==> src/rtl/updn_pkg.sv <==
// rtl/updn_pkg.sv - shared types and helpers for the up/down vote filter
package updn_pkg;

    typedef enum logic [1:0] {
        ST_ACQ    = 2'd0,
        ST_DECIDE = 2'd1,
        ST_HOLD   = 2'd2
    } updn_state_t;

    localparam logic UP = 1'b1;
    localparam logic DN = 1'b0;

    // Signed accumulator width able to hold +/-win
    function automatic int acc_w(input int win);
        return $clog2(win + 1) + 1;
    endfunction

endpackage

==> src/rtl/updn_lock_det.sv <==
// rtl/updn_lock_det.sv - counts consecutive no-step windows and flags lock
module updn_lock_det
    import updn_pkg::*;
#(
    parameter int LOCK_CNT = 4
) (
    input  logic clk,
    input  logic rstb,
    input  logic win_done,
    input  logic step,
    output logic locked
);

    localparam int CNT_W = $clog2(LOCK_CNT + 1);
    localparam logic [CNT_W-1:0] CNT_MAX = CNT_W'(LOCK_CNT);

    logic [CNT_W-1:0] r_quiet_cnt;

    // Count quiet windows, saturating; a step restarts the count
    always_ff @(posedge clk or negedge rstb) begin
        if (!rstb) begin
            r_quiet_cnt <= '0;
        end else if (step) begin
            r_quiet_cnt <= '0;
        end else if (win_done && (r_quiet_cnt != CNT_MAX)) begin
            r_quiet_cnt <= r_quiet_cnt + 1'b1;
        end
    end

    assign locked = (r_quiet_cnt == CNT_MAX);

endmodule

==> src/rtl/updn_vote_filter.sv <==
// rtl/updn_vote_filter.sv - windowed phase-vote filter driving the up/down step counter (LOCK_DET_EN adds lock detect)
module updn_vote_filter
    import updn_pkg::*;
#(
    parameter  int WIN      = 8,
    parameter  int THRESH   = 4,
    parameter  int HOLD_CYC = 2,
    parameter  int LOCK_CNT = 4,
    localparam int ACC_W    = acc_w(WIN)
) (
    input  logic             clk,
    input  logic             rstb,
    input  logic             pd_valid,
    input  logic             pd_up,
    output logic             up_dnb,
    output logic             step,
    output logic             win_done,
    output logic [ACC_W-1:0] acc_dbg,
    output logic             locked
);

    localparam int VCNT_W = $clog2(WIN + 1);
    localparam int HOLD_W = (HOLD_CYC > 1) ? $clog2(HOLD_CYC) : 1;

    localparam logic [VCNT_W-1:0]       VCNT_LAST = VCNT_W'(WIN - 1);
    localparam logic [HOLD_W-1:0]       HOLD_INIT = (HOLD_CYC > 0) ? HOLD_W'(HOLD_CYC - 1) : '0;
    localparam logic signed [ACC_W-1:0] ONE       = ACC_W'(1);
    localparam logic signed [ACC_W-1:0] THR_POS   = ACC_W'(THRESH);
    localparam logic signed [ACC_W-1:0] THR_NEG   = -THR_POS;

    if (WIN < 2) begin : g_bad_win
        $error("WIN must be at least 2");
    end
    if ((THRESH < 1) || (THRESH > WIN)) begin : g_bad_thresh
        $error("THRESH must be within 1..WIN");
    end
    if (HOLD_CYC < 0) begin : g_bad_hold
        $error("HOLD_CYC must be non-negative");
    end
    if (LOCK_CNT < 1) begin : g_bad_lock
        $error("LOCK_CNT must be at least 1");
    end

    updn_state_t              r_state;
    logic signed [ACC_W-1:0]  r_acc;
    logic [VCNT_W-1:0]        r_vcnt;
    logic [HOLD_W-1:0]        r_hold_cnt;
    logic                     r_up_dnb;
    logic                     r_step;
    logic                     r_win_done;

    logic                     w_decide;
    logic                     w_step_up;
    logic                     w_step_dn;
    logic                     w_step;
    logic signed [ACC_W-1:0]  w_vote;

    assign w_decide  = (r_state == ST_DECIDE);
    assign w_step_up = w_decide && (r_acc >= THR_POS);
    assign w_step_dn = w_decide && (r_acc <= THR_NEG);
    assign w_step    = w_step_up || w_step_dn;
    assign w_vote    = pd_up ? ONE : -ONE;

    // Window FSM: accumulate votes, decide once per window, then blank after a step
    always_ff @(posedge clk or negedge rstb) begin
        if (!rstb) begin
            r_state    <= ST_ACQ;
            r_acc      <= '0;
            r_vcnt     <= '0;
            r_hold_cnt <= '0;
            r_up_dnb   <= UP;
        end else begin
            case (r_state)
                ST_ACQ: begin
                    if (pd_valid) begin
                        r_acc  <= r_acc + w_vote;
                        r_vcnt <= r_vcnt + 1'b1;
                        if (r_vcnt == VCNT_LAST) begin
                            r_state <= ST_DECIDE;
                        end
                    end
                end
                ST_DECIDE: begin
                    r_acc  <= '0;
                    r_vcnt <= '0;
                    if (w_step_up) begin
                        r_up_dnb <= UP;
                    end else if (w_step_dn) begin
                        r_up_dnb <= DN;
                    end
                    if (w_step && (HOLD_CYC > 0)) begin
                        r_state    <= ST_HOLD;
                        r_hold_cnt <= HOLD_INIT;
                    end else begin
                        r_state <= ST_ACQ;
                    end
                end
                ST_HOLD: begin
                    if (r_hold_cnt == '0) begin
                        r_state <= ST_ACQ;
                    end else begin
                        r_hold_cnt <= r_hold_cnt - 1'b1;
                    end
                end
                default: begin
                    r_state <= ST_ACQ;
                end
            endcase
        end
    end

    // One-cycle strobes, registered from the decide cycle
    always_ff @(posedge clk or negedge rstb) begin
        if (!rstb) begin
            r_step     <= 1'b0;
            r_win_done <= 1'b0;
        end else begin
            r_step     <= w_step;
            r_win_done <= w_decide;
        end
    end

    assign up_dnb   = r_up_dnb;
    assign step     = r_step;
    assign win_done = r_win_done;
    assign acc_dbg  = r_acc;

`ifdef LOCK_DET_EN
    // Fed from the decide-cycle terms so locked moves on the same edge as step
    updn_lock_det #(
        .LOCK_CNT (LOCK_CNT)
    ) u_lock_det (
        .clk      (clk),
        .rstb     (rstb),
        .win_done (w_decide),
        .step     (w_step),
        .locked   (locked)
    );
`else
    assign locked = 1'b0;
`endif

endmodule

==> config.mk <==
export PLATFORM = sky130hd
export DESIGN_NAME = updn_vote_filter
export DESIGN_NICKNAME = d
export VERILOG_FILES = /design/src/rtl/updn_pkg.sv /design/src/rtl/updn_lock_det.sv /design/src/rtl/updn_vote_filter.sv
export SDC_FILE = /design/constraint.sdc
export NUM_CORES = 1
export LEC_CHECK = 0
export CORE_MARGIN = 8
export CORE_UTILIZATION = 46
export DETAILED_ROUTE_END_ITERATION = 16
export PLACE_DENSITY = 0.7
export SLEW_MARGIN = 20
export SYNTH_ARGS = -nofsm -noshare
export SYNTH_HDL_FRONTEND = slang
export SYNTH_HIERARCHICAL = 1
export SYNTH_SLANG_ARGS = --single-unit
export TNS_END_PERCENT = 10
==> constraint.sdc <==
create_clock -name clk -period 2.1 [get_ports clk]
set_clock_uncertainty 0.05 [all_clocks]
set_input_delay 0.42 -clock clk [delete_from_list [all_inputs] [get_ports clk]]
set_output_delay 0.42 -clock clk [all_outputs]
set_load 0.01 [all_outputs]
# Word level (Yosys, flattened, before mapping)

Cells that the tools add are included.

Word-level logic and storage cells: 45
Bits in registers: 15
Output and inout bits: 9

Mux-type cells: 15
$add $sub $neg: 3
Magnitude comparators: 2
Equal/unequal tests: 7
Reductions and logical operators: 11

Operator list:

| operator                                                                            | number |
|---|---|
| 5-bit two-way mux                                                                   | 2 |
| 5-bit one-hot mux with 2 select lines                                               | 1 |
| 2-bit two-way mux                                                                   | 4 |
| 4-bit one-hot mux with 2 select lines                                               | 1 |
| 2-bit != test, second input constant                                                | 3 |
| 2-bit one-hot mux with 3 select lines                                               | 1 |
| 2-bit AND reduction                                                                 | 3 |
| 2-bit nonzero test                                                                  | 3 |
| 5-bit adder                                                                         | 1 |
| 5-bit by 4-bit greater-or-equal comparator with 1-bit output, second input constant | 1 |
| 5-bit by 3-bit less-or-equal comparator with 1-bit output, second input constant    | 1 |
| 4-bit by 1-bit adder with 4-bit output, second input constant                       | 1 |
| 4-bit by 3-bit equality test with 1-bit output, second input constant               | 1 |
| 1-bit two-way mux                                                                   | 4 |
| 4-bit two-way mux                                                                   | 1 |
| 3-bit AND reduction                                                                 | 1 |
| 2-bit by 1-bit equality test with 1-bit output, second input constant               | 1 |
| 2-bit equality test, second input constant                                          | 1 |
| 1-bit logical AND                                                                   | 2 |
| 2-bit logical NOT                                                                   | 1 |
| 2-bit by 1-bit != test with 1-bit output, second input constant                     | 1 |
| 1-bit one-hot mux with 2 select lines                                               | 1 |
| 1-bit logical OR                                                                    | 1 |
| 1-bit subtractor, second input constant                                             | 1 |

# Logic depth before layout (Yosys ltp)

Gate-level depths: netlist of the first run.

Depth in word-level cells: 5
Gate-level depth with buffers: 7

# Worst setup path after synthesis of the first run

OpenSTA, ideal clock, no wires.

Path type: input -> register
Start point: input port pd_up
End point: register r_acc[4], in the netlist acc_dbg[4]
Cell stages on the path: 6
Library setup time: 119 ps
Data arrival time: 1509 ps
Data required time: 1931 ps
Setup slack: 422 ps
Cells stage by stage: inv_1 > fa_1 > nand3_1 > and4_4 > o31ai_2 > a21bo_1

Cells in the longest elaborated chain, start to end: 4

RTL lines:

| item                                  | line                   | source |
|---|---|---|
| start: declaration                    | updn_vote_filter.sv:14 | `input logic pd_up,` |
| 5-bit two-way mux                     | updn_vote_filter.sv:62 | `assign w_vote = pd_up ? ONE : -ONE;` |
| 5-bit adder                           | updn_vote_filter.sv:76 | `r_acc <= r_acc + w_vote;` |
| 5-bit two-way mux                     | updn_vote_filter.sv:75 | `if (pd_valid) begin` |
| 5-bit one-hot mux with 2 select lines | updn_vote_filter.sv:73 | `case (r_state)` |
| end signal: assignment                | updn_vote_filter.sv:76 |  |
| end: declaration                      | updn_vote_filter.sv:45 | `logic signed [ACC_W-1:0] r_acc;` |

Every way passes these cells. The select of a mux whose other input is x is not followed.
A chain may end at the register's enable or synchronous reset.

# Final worst setup path of the first run

Same ends and word-level chain as after synthesis.

==> PnR_summary.wiki, run 1 <==
{| class="wikitable"
! Metric !! Value
|-
| Crit-path leading delay family || buffers and inverters
|-
| Worst EP arrival || 2.05 ns
|-
| Cells along the critical path || clkdlybuf4s50_1 -> inv_1 -> fa_1 -> nand3_1 -> and4_4 -> o31ai_2 -> a21bo_1
|-
| Detailed-router iteration count before antenna repair || 4
|-
| Die Span Y || 57.98 um
|-
| Hold bufs inserted after CTS || 0
|-
| All-layer global routing usage || 0.1146
|-
| Utilization after layout || 0.5726
|-
| Maximum number of pins on one net before global-route repair || 16
|-
| Number of cells after detailed placement || 110
|-
| Crit path kind || primary input to register
|-
| Reg-to-reg startpoint || acc_dbg[0]
|-
| Number of gates given a new drive strength after cts || 0
|-
| Mean routed wirelength per cell || 14.26 um
|-
| Largest stage delay on the critical path || 0.47 ns
|-
| Peak supply drop || 0.6001 mV
|-
| Final Hold Vio Count || 0
|-
| Area overhead of the layout relative to synthesis || 19.29%
|-
| Number of vias per cell || 5.623
|-
| Areal power density over the cells || 1233 mW/mm2
|-
| Final std cell area, no fill || 967.2 um2
|-
| Proportion of layout cells with a drive suffix above 1 || 0.1649
|-
| DRC marker count from the first detailed-route iteration || 14
|-
| Std-Cell Core Area || 0.001689 mm2
|-
| Worst slack at placement || -0.1191 ns
|-
| Number of antenna-violating nets in the routed design || 0
|-
| Number of antenna repair diodes || 0
|-
| Mean cell area of the mapped netlist || 9.888 um2
|-
| Routability-driven placement congestion ratio || 0.7797
|-
| Placed wire-length estimate || 1214 um
|-
| Cell area after synthesis || 810.8 um2
|-
| Number of buffer cells added on primary ports || 11
|-
| Worst path buffer plus inverter count || 2
|-
| Final worst hold slack || 0.3944 ns
|-
| Period Utilization, post-route || 0.9119
|-
| Clk pin slew, worst setup/hold paths || 0.09 ns
|-
| Run status || completed
|-
| Worst setup slack after layout || 0.1850 ns
|-
| Period minus WS final || 1.915 ns
|-
| Num CTS Buffers || 3
|-
| Area share of the largest cell type after synthesis || 0.4321
|-
| Yosys synthesis warning count || 6
|-
| Net count of the finished layout || 107
|-
| Vias in the first global route || 660
|-
| Biggest area consumer among synthesized cells || dfrtp_1
|-
| Maximum fanout count along the critical path || 5
|-
| Number of standard cells in the layout, taps in and fillers out || 114
|-
| First-pass GRT wire length || 2925 um
|-
| Vias after detailed routing || 641
|-
| Post-Syn Nets || 91
|-
| Instance count of the mapped netlist || 82
|-
| Total wirelength of the detailed-routed design || 1626 um
|-
| Most common flop cell mapped by yosys || dfrtp_1
|-
| Flip-flop and latch count after synthesis || 15
|-
| CTS tree || built
|-
| Crit path launch || pd_up
|-
| Fillers || 154
|-
| Total power after layout || 1.193 mW
|-
| Maximum buffer depth of the clock tree || 2
|-
| Number of setup buffers added after CTS || 0
|-
| TritonCTS Sinks || 15
|-
| Post-detailed-placement cell area || 940.9 um2
|-
| FP Rows || 15
|-
| Worst Setup End Kind || register
|-
| Number of setup violations in the final report || 0
|-
| Clock Latency Late Sink || 0.28 ns
|-
| Max Slew Vio Count || 0
|-
| Clock Tree Root || clkbuf_4
|-
| Floorplan die area || 0.003362 mm2
|-
| Width of the die || 57.98 um
|-
| Synth async-reset ratio || 1.000
|-
| Setup repair after global routing missed its margin || no
|-
| Summed negative setup slack over all endpoints || 0 ns
|-
| Timing-limited maximum frequency || 522.2 MHz
|-
| Unique masters post-synth || 34
|-
| Type of origin of the critical path || primary input
|-
| Number of flops mapped to enable cells by yosys || 0
|-
| Leading cell types by total area after synthesis || dfrtp_1 (43%), ha_1 (6.2%), o21ai_0 (6.2%)
|-
| Worst Hold Class || primary input to asynchronous set/reset pin
|-
| Static leakage || 0.4408 nW
|-
| Overflow left after global routing || 0
|-
| Area taken by flip-flops and latches || 376.6 um2
|-
| I/O pins || 13
|-
| Multi-input gate area in the final layout || 387.9 um2
|-
| Initial antenna violation count || 0
|-
| Critical-path cell with the highest stage delay || clkdlybuf4s50_1
|-
| Required time at the endpoint of the critical path || 2.23 ns
|-
| DRC Markers || 0
|-
| Deepest level of the CTS H-tree || 1
|-
| Max-cap viol count || 0
|-
| Initial standard-cell utilization of the core || 0.4800
|-
| Share of the yosys chip area belonging to registers || 0.4645
|}
## layout by cell type, fill, tap and decap left out
cell type,count
o21ai_1,2
fa_1,1
o21a_1,1
nand2_1,11
nand3_1,1
nand3b_1,1
conb_1,1
a21oi_1,7
xnor2_1,1
clkdlybuf4s50_1,11
a22o_1,1
a31oi_1,1
dfrtp_1,14
o21ai_0,10
clkbuf_4,3
a311o_2,1
a21bo_1,1
dfstp_2,1
o22ai_1,1
inv_2,2
nor3_1,3
nor2b_1,1
nor2_1,2
and2_1,1
inv_1,2
xor2_1,1
clkbuf_1,1
nand4_1,1
nor3b_2,1
o31ai_2,1
nand2_4,1
and4_4,1
ha_1,4
buf_4,4
a21o_2,1
## synthesized netlist by cell type (2+ instances only)
master,instances
dfrtp_1,14
nand2_1,11
o21ai_0,10
a21oi_1,7
ha_1,4
nor3_1,3
buf_4,2
inv_1,2
inv_2,2
nor2_1,2
o21ai_1,2
## cell type report
cell class,instances,area share
Multi-Input combinational cell,59,0.4010
Clock buffer,4,0.02717
Timing Repair Buffer,15,0.1449
Tap cell,17,0.02199
Inverter,4,0.01552
Sequential cell,15,0.3894
## where the power goes
group | internal (mW) | switching, mW
clock | 0.0736 | 0.0914
combinational | 0.291 | 0.216
sequential | 0.387 | 0.134
total | 0.751 | 0.442
## worst paths after layout
path / cells after the start / slack (ns) / end
max in group asynchronous: 2 / 1.37 / up_dnb
max: 7 / 0.18 / acc_dbg[4]
min in group clk: 1 / 0.45 / r_vcnt[2]
min: 2 / 0.39 / win_done
max reg2reg: 5 / 0.46 / acc_dbg[4]
min reg2reg: 1 / 0.45 / r_vcnt[2]
## routing by layer
| metal | up-vias | global-route usage | part of all wire |
|---|---|---|---|
| met3 | 2 | 0.04194 | 0.052 |
| met5 | - | 0 | 0 |
| li1 | 317 | - | - |
| met1 | 310 | 0.1382 | 0.48 |
| met4 | 0 | 0.06643 | 0.0074 |
| met2 | 12 | 0.1704 | 0.46 |
## registers in the layout (all words and copies together), names as in the netlist
signal	cells
acc_dbg	5
r_vcnt	4
r_state	2
r_hold_cnt	1
step	1
up_dnb	1
win_done	1
## worst register-to-register path, cell delays in order, from the launching register on
cell,delay [ns]
dfrtp_1,0.46
fa_1,0.44
nand3_1,0.12
and4_4,0.23
o31ai_2,0.06
a21bo_1,0.19
## cell families after synthesis
kind of cell | synth area share
simple gates | 0.1605
other cells | 0.004625
xor+xnor | 0.02161
fa+ha+maj | 0.08642
compound gates | 0.2053
buf+inv | 0.05709
flops | 0.4645
Power figures use the tool's default switching activity.
==> run 2, diff against run 1 <==
--- a/config.mk
+++ b/config.mk
@@ -14,4 +14,3 @@
 export SYNTH_HDL_FRONTEND = slang
 export SYNTH_HIERARCHICAL = 1
 export SYNTH_SLANG_ARGS = --single-unit
-export TNS_END_PERCENT = 10
==> results of run 2 <==
No change in the layout: final DEF, timing and power equal those of run 1.
==> run 3, diff against run 2 <==
==> constraint.sdc (replaced) <==
create_clock -name clk -period 1.95 [get_ports clk]
set_clock_uncertainty 0.05 [all_clocks]
set_input_delay 0.39 -clock clk [delete_from_list [all_inputs] [get_ports clk]]
set_output_delay 0.39 -clock clk [all_outputs]
set_load 0.01 [all_outputs]
==> PnR_summary.wiki, run 3 (synthesis results as in run 1) <==
{| class="wikitable"
! Metric !! Value
|-
| Maximum fanout count along the critical path || 5 (unchanged)
|-
| Std-Cell Core Area || 0.001689 mm2 (unchanged)
|-
| Deepest level of the CTS H-tree || 1 (unchanged)
|-
| CTS tree || built (unchanged)
|-
| Crit path kind || primary input to register (unchanged)
|-
| Mean routed wirelength per cell || 13.97 um (was 14.26 um)
|-
| Routability-driven placement congestion ratio || 0.7721 (was 0.7797)
|-
| Area taken by flip-flops and latches || 376.6 um2 (unchanged)
|-
| TritonCTS Sinks || 15 (unchanged)
|-
| Vias in the first global route || 619 (was 660)
|-
| Maximum buffer depth of the clock tree || 2 (unchanged)
|-
| Static leakage || 0.4476 nW (was 0.4408 nW)
|-
| Cells along the critical path || clkdlybuf4s50_1 -> inv_2 -> fa_1 -> nand3_1 -> and4_4 -> o31ai_2 -> a21bo_1 (was clkdlybuf4s50_1 -> inv_1 -> fa_1 -> nand3_1 -> and4_4 -> o31ai_2 -> a21bo_1)
|-
| Initial antenna violation count || 0 (unchanged)
|-
| Clock Latency Late Sink || 0.29 ns (was 0.28 ns)
|-
| Final std cell area, no fill || 975.9 um2 (was 967.2 um2)
|-
| Areal power density over the cells || 1320 mW/mm2 (was 1233 mW/mm2)
|-
| Number of antenna-violating nets in the routed design || 0 (unchanged)
|-
| Vias after detailed routing || 638 (was 641)
|-
| Register-to-register setup slack || 0.31 ns (was 0.46 ns)
|-
| Fillers || 148 (was 154)
|-
| Net count of the finished layout || 108 (was 107)
|-
| Clock Tree Root || clkbuf_4 (unchanged)
|-
| DRC Markers || 0 (unchanged)
|-
| Critical-path cell with the highest stage delay || clkdlybuf4s50_1 (unchanged)
|-
| Reg-to-reg startpoint || acc_dbg[0] (unchanged)
|-
| Run status || completed (unchanged)
|-
| Detailed-router iteration count before antenna repair || 4 (unchanged)
|-
| Overflow left after global routing || 0 (unchanged)
|-
| Final Hold Vio Count || 0 (unchanged)
|-
| Utilization after layout || 0.5778 (was 0.5726)
|-
| Timing-limited maximum frequency || 541.5 MHz
|-
| All-layer global routing usage || 0.1068 (was 0.1146)
|-
| Max-cap viol count || 0 (unchanged)
|-
| I/O pins || 13 (unchanged)
|-
| End of the worst register-to-register path || acc_dbg[4] (unchanged)
|-
| Multi-input gate area in the final layout || 387.9 um2 (unchanged)
|-
| Type of origin of the critical path || primary input (unchanged)
|-
| Number of setup violations in the final report || 0 (unchanged)
|-
| Number of setup buffers added after CTS || 0 (unchanged)
|-
| Share of power burned in the clock network || 0.142 (was 0.138)
|-
| Initial standard-cell utilization of the core || 0.4800 (unchanged)
|-
| DRC marker count from the first detailed-route iteration || 9 (was 14)
|-
| Number of antenna repair diodes || 0 (unchanged)
|-
| Path depth of the worst reg2reg path || 5 (unchanged)
|-
| Setup repair after global routing missed its margin || no (unchanged)
|-
| Most common cell after layout, fill and taps aside || dfrtp_1 (unchanged)
|-
| Die Span Y || 57.98 um (unchanged)
|-
| Share of power burned in combinational logic || 0.423 (was 0.425)
|-
| Largest stage delay on the critical path || 0.49 ns (was 0.47 ns)
|-
| Number of buffer cells added on primary ports || 11 (unchanged)
|-
| Switching part of the total || 0.3709 (was 0.3701)
|-
| Num CTS Buffers || 3 (unchanged)
|-
| Worst EP arrival || 1.99 ns (was 2.05 ns)
|-
| Worst setup slack after layout || 0.1033 ns (was 0.1850 ns)
|-
| Floorplan die area || 0.003362 mm2 (unchanged)
|-
| Required time at the endpoint of the critical path || 2.09 ns (was 2.23 ns)
|-
| Proportion of layout cells with a drive suffix above 1 || 0.1939 (was 0.1649)
|-
| Number of vias per cell || 5.548 (was 5.623)
|-
| Worst slack at placement || -0.2412 ns (was -0.1191 ns)
|-
| Number of flip-flops in the largest register || 5 (unchanged)
|-
| Max Slew Vio Count || 0 (unchanged)
|-
| Period Utilization, post-route || 0.9470
|-
| Number of cells after detailed placement || 111 (was 110)
|-
| Peak supply drop || 0.7372 mV (was 0.6001 mV)
|-
| Area overhead of the layout relative to synthesis || 20.37% (was 19.29%)
|-
| Total wirelength of the detailed-routed design || 1607 um (was 1626 um)
|-
| Placed wire-length estimate || 1172 um (was 1214 um)
|-
| Number of standard cells in the layout, taps in and fillers out || 115 (was 114)
|-
| FP Rows || 15 (unchanged)
|-
| Sequential share of power || 0.434 (was 0.437)
|-
| Total internal power || 810.6 uW (was 751.4 uW)
|-
| Worst Setup End Kind || register (unchanged)
|-
| Switch Pwr || 478.0 uW (was 441.5 uW)
|-
| Post-detailed-placement cell area || 948.4 um2 (was 940.9 um2)
|-
| Maximum number of pins on one net before global-route repair || 16 (unchanged)
|-
| Clk pin slew, worst setup/hold paths || 0.10 ns (was 0.09 ns)
|-
| First-pass GRT wire length || 2773 um (was 2925 um)
|-
| Width of the die || 57.98 um (unchanged)
|-
| Period minus WS final || 1.847 ns
|-
| Worst Hold Class || primary input to asynchronous set/reset pin (unchanged)
|-
| Commonest cells after routing, fill and taps aside || dfrtp_1 (14), nand2_1 (11), clkdlybuf4s50_1 (11), o21ai_0 (10), a21oi_1 (7) (unchanged)
|}
==> run 3: cell types whose count changed in the layout (fill, tap and decap cells not counted) <==
cell      before  now
inv_1          2    1
clkinv_2       0    1
clkbuf_1       1    0
inv_2          2    3
buf_4          4    5
==> run 3: repair_timing <==
item	in CTS	in global routing
endpoints found under the hold margin	0	0
gates resized for setup	0	1
endpoints found under the setup margin	0	1
hold buffers	0	0
==> run 3: per-stage QoR <==
stage / hold WS [ns] / setup TNS (ns) / power, mW
6_report: 0.3541 / 0 / 1.289
3_5_place_dp: 0.4449 / -0.3188 / 1.113
5_1_grt: 0.3857 / 0 / 1.392
4_1_cts: 0.3690 / 0 / 1.293
2_1_floorplan: 0.04441 / 0 / 0.8697
3_3_place_gp: 0.4310 / -0.2783 / 1.098
==> run 3: layout make-up <==
| class | count | share of cell area |
|---|---|---|
| repair buffers | 16 | 0.1513 |
| well taps | 17 | 0.02179 |
| inverters | 4 | 0.01538 |
| clock inverters | 1 | 0.005128 |
| flip-flops and latches | 15 | 0.3859 |
| multi-input cells | 59 | 0.3974 |
| clock buffers | 3 | 0.02308 |
==> run 3: per-layer routing <==
| metal | track usage | vias up | part of all wire |
|---|---|---|---|
| li1 | - | 318 | - |
| met1 | 0.1305 | 302 | 0.50 |
| met2 | 0.1592 | 14 | 0.43 |
| met3 | 0.02870 | 4 | 0.052 |
| met4 | 0.07343 | 0 | 0.026 |
| met5 | 0 | - | 0 |
==> run 3: worst max-delay path, delay by kind of cell <==
family | cells | cell delay (ns)
compound gates | 2 | 0.25
buf+inv | 2 | 0.56
simple gates | 2 | 0.36
fa+ha+maj | 1 | 0.43
==> run 3: worst max-delay path by stage <==
stage / start / to / cells past startpoint
2_1_floorplan: pd_up / acc_dbg[4] / 6
3_3_place_gp: pd_up / acc_dbg[4] / 7
3_5_place_dp: pd_up / acc_dbg[4] / 7
4_1_cts: pd_up / acc_dbg[4] / 7
5_1_grt: pd_up / acc_dbg[4] / 7
6_report: pd_up / acc_dbg[4] / 7
==> run 3: power by group through the flow <==
stage / registers (mW) / clock network, mW / logic, mW
2_1_floorplan: 0.549 / 0 / 0.321
3_3_place_gp: 0.561 / 0 / 0.537
3_5_place_dp: 0.563 / 0 / 0.550
4_1_cts: 0.558 / 0.182 / 0.553
5_1_grt: 0.580 / 0.198 / 0.614
6_report: 0.560 / 0.183 / 0.546
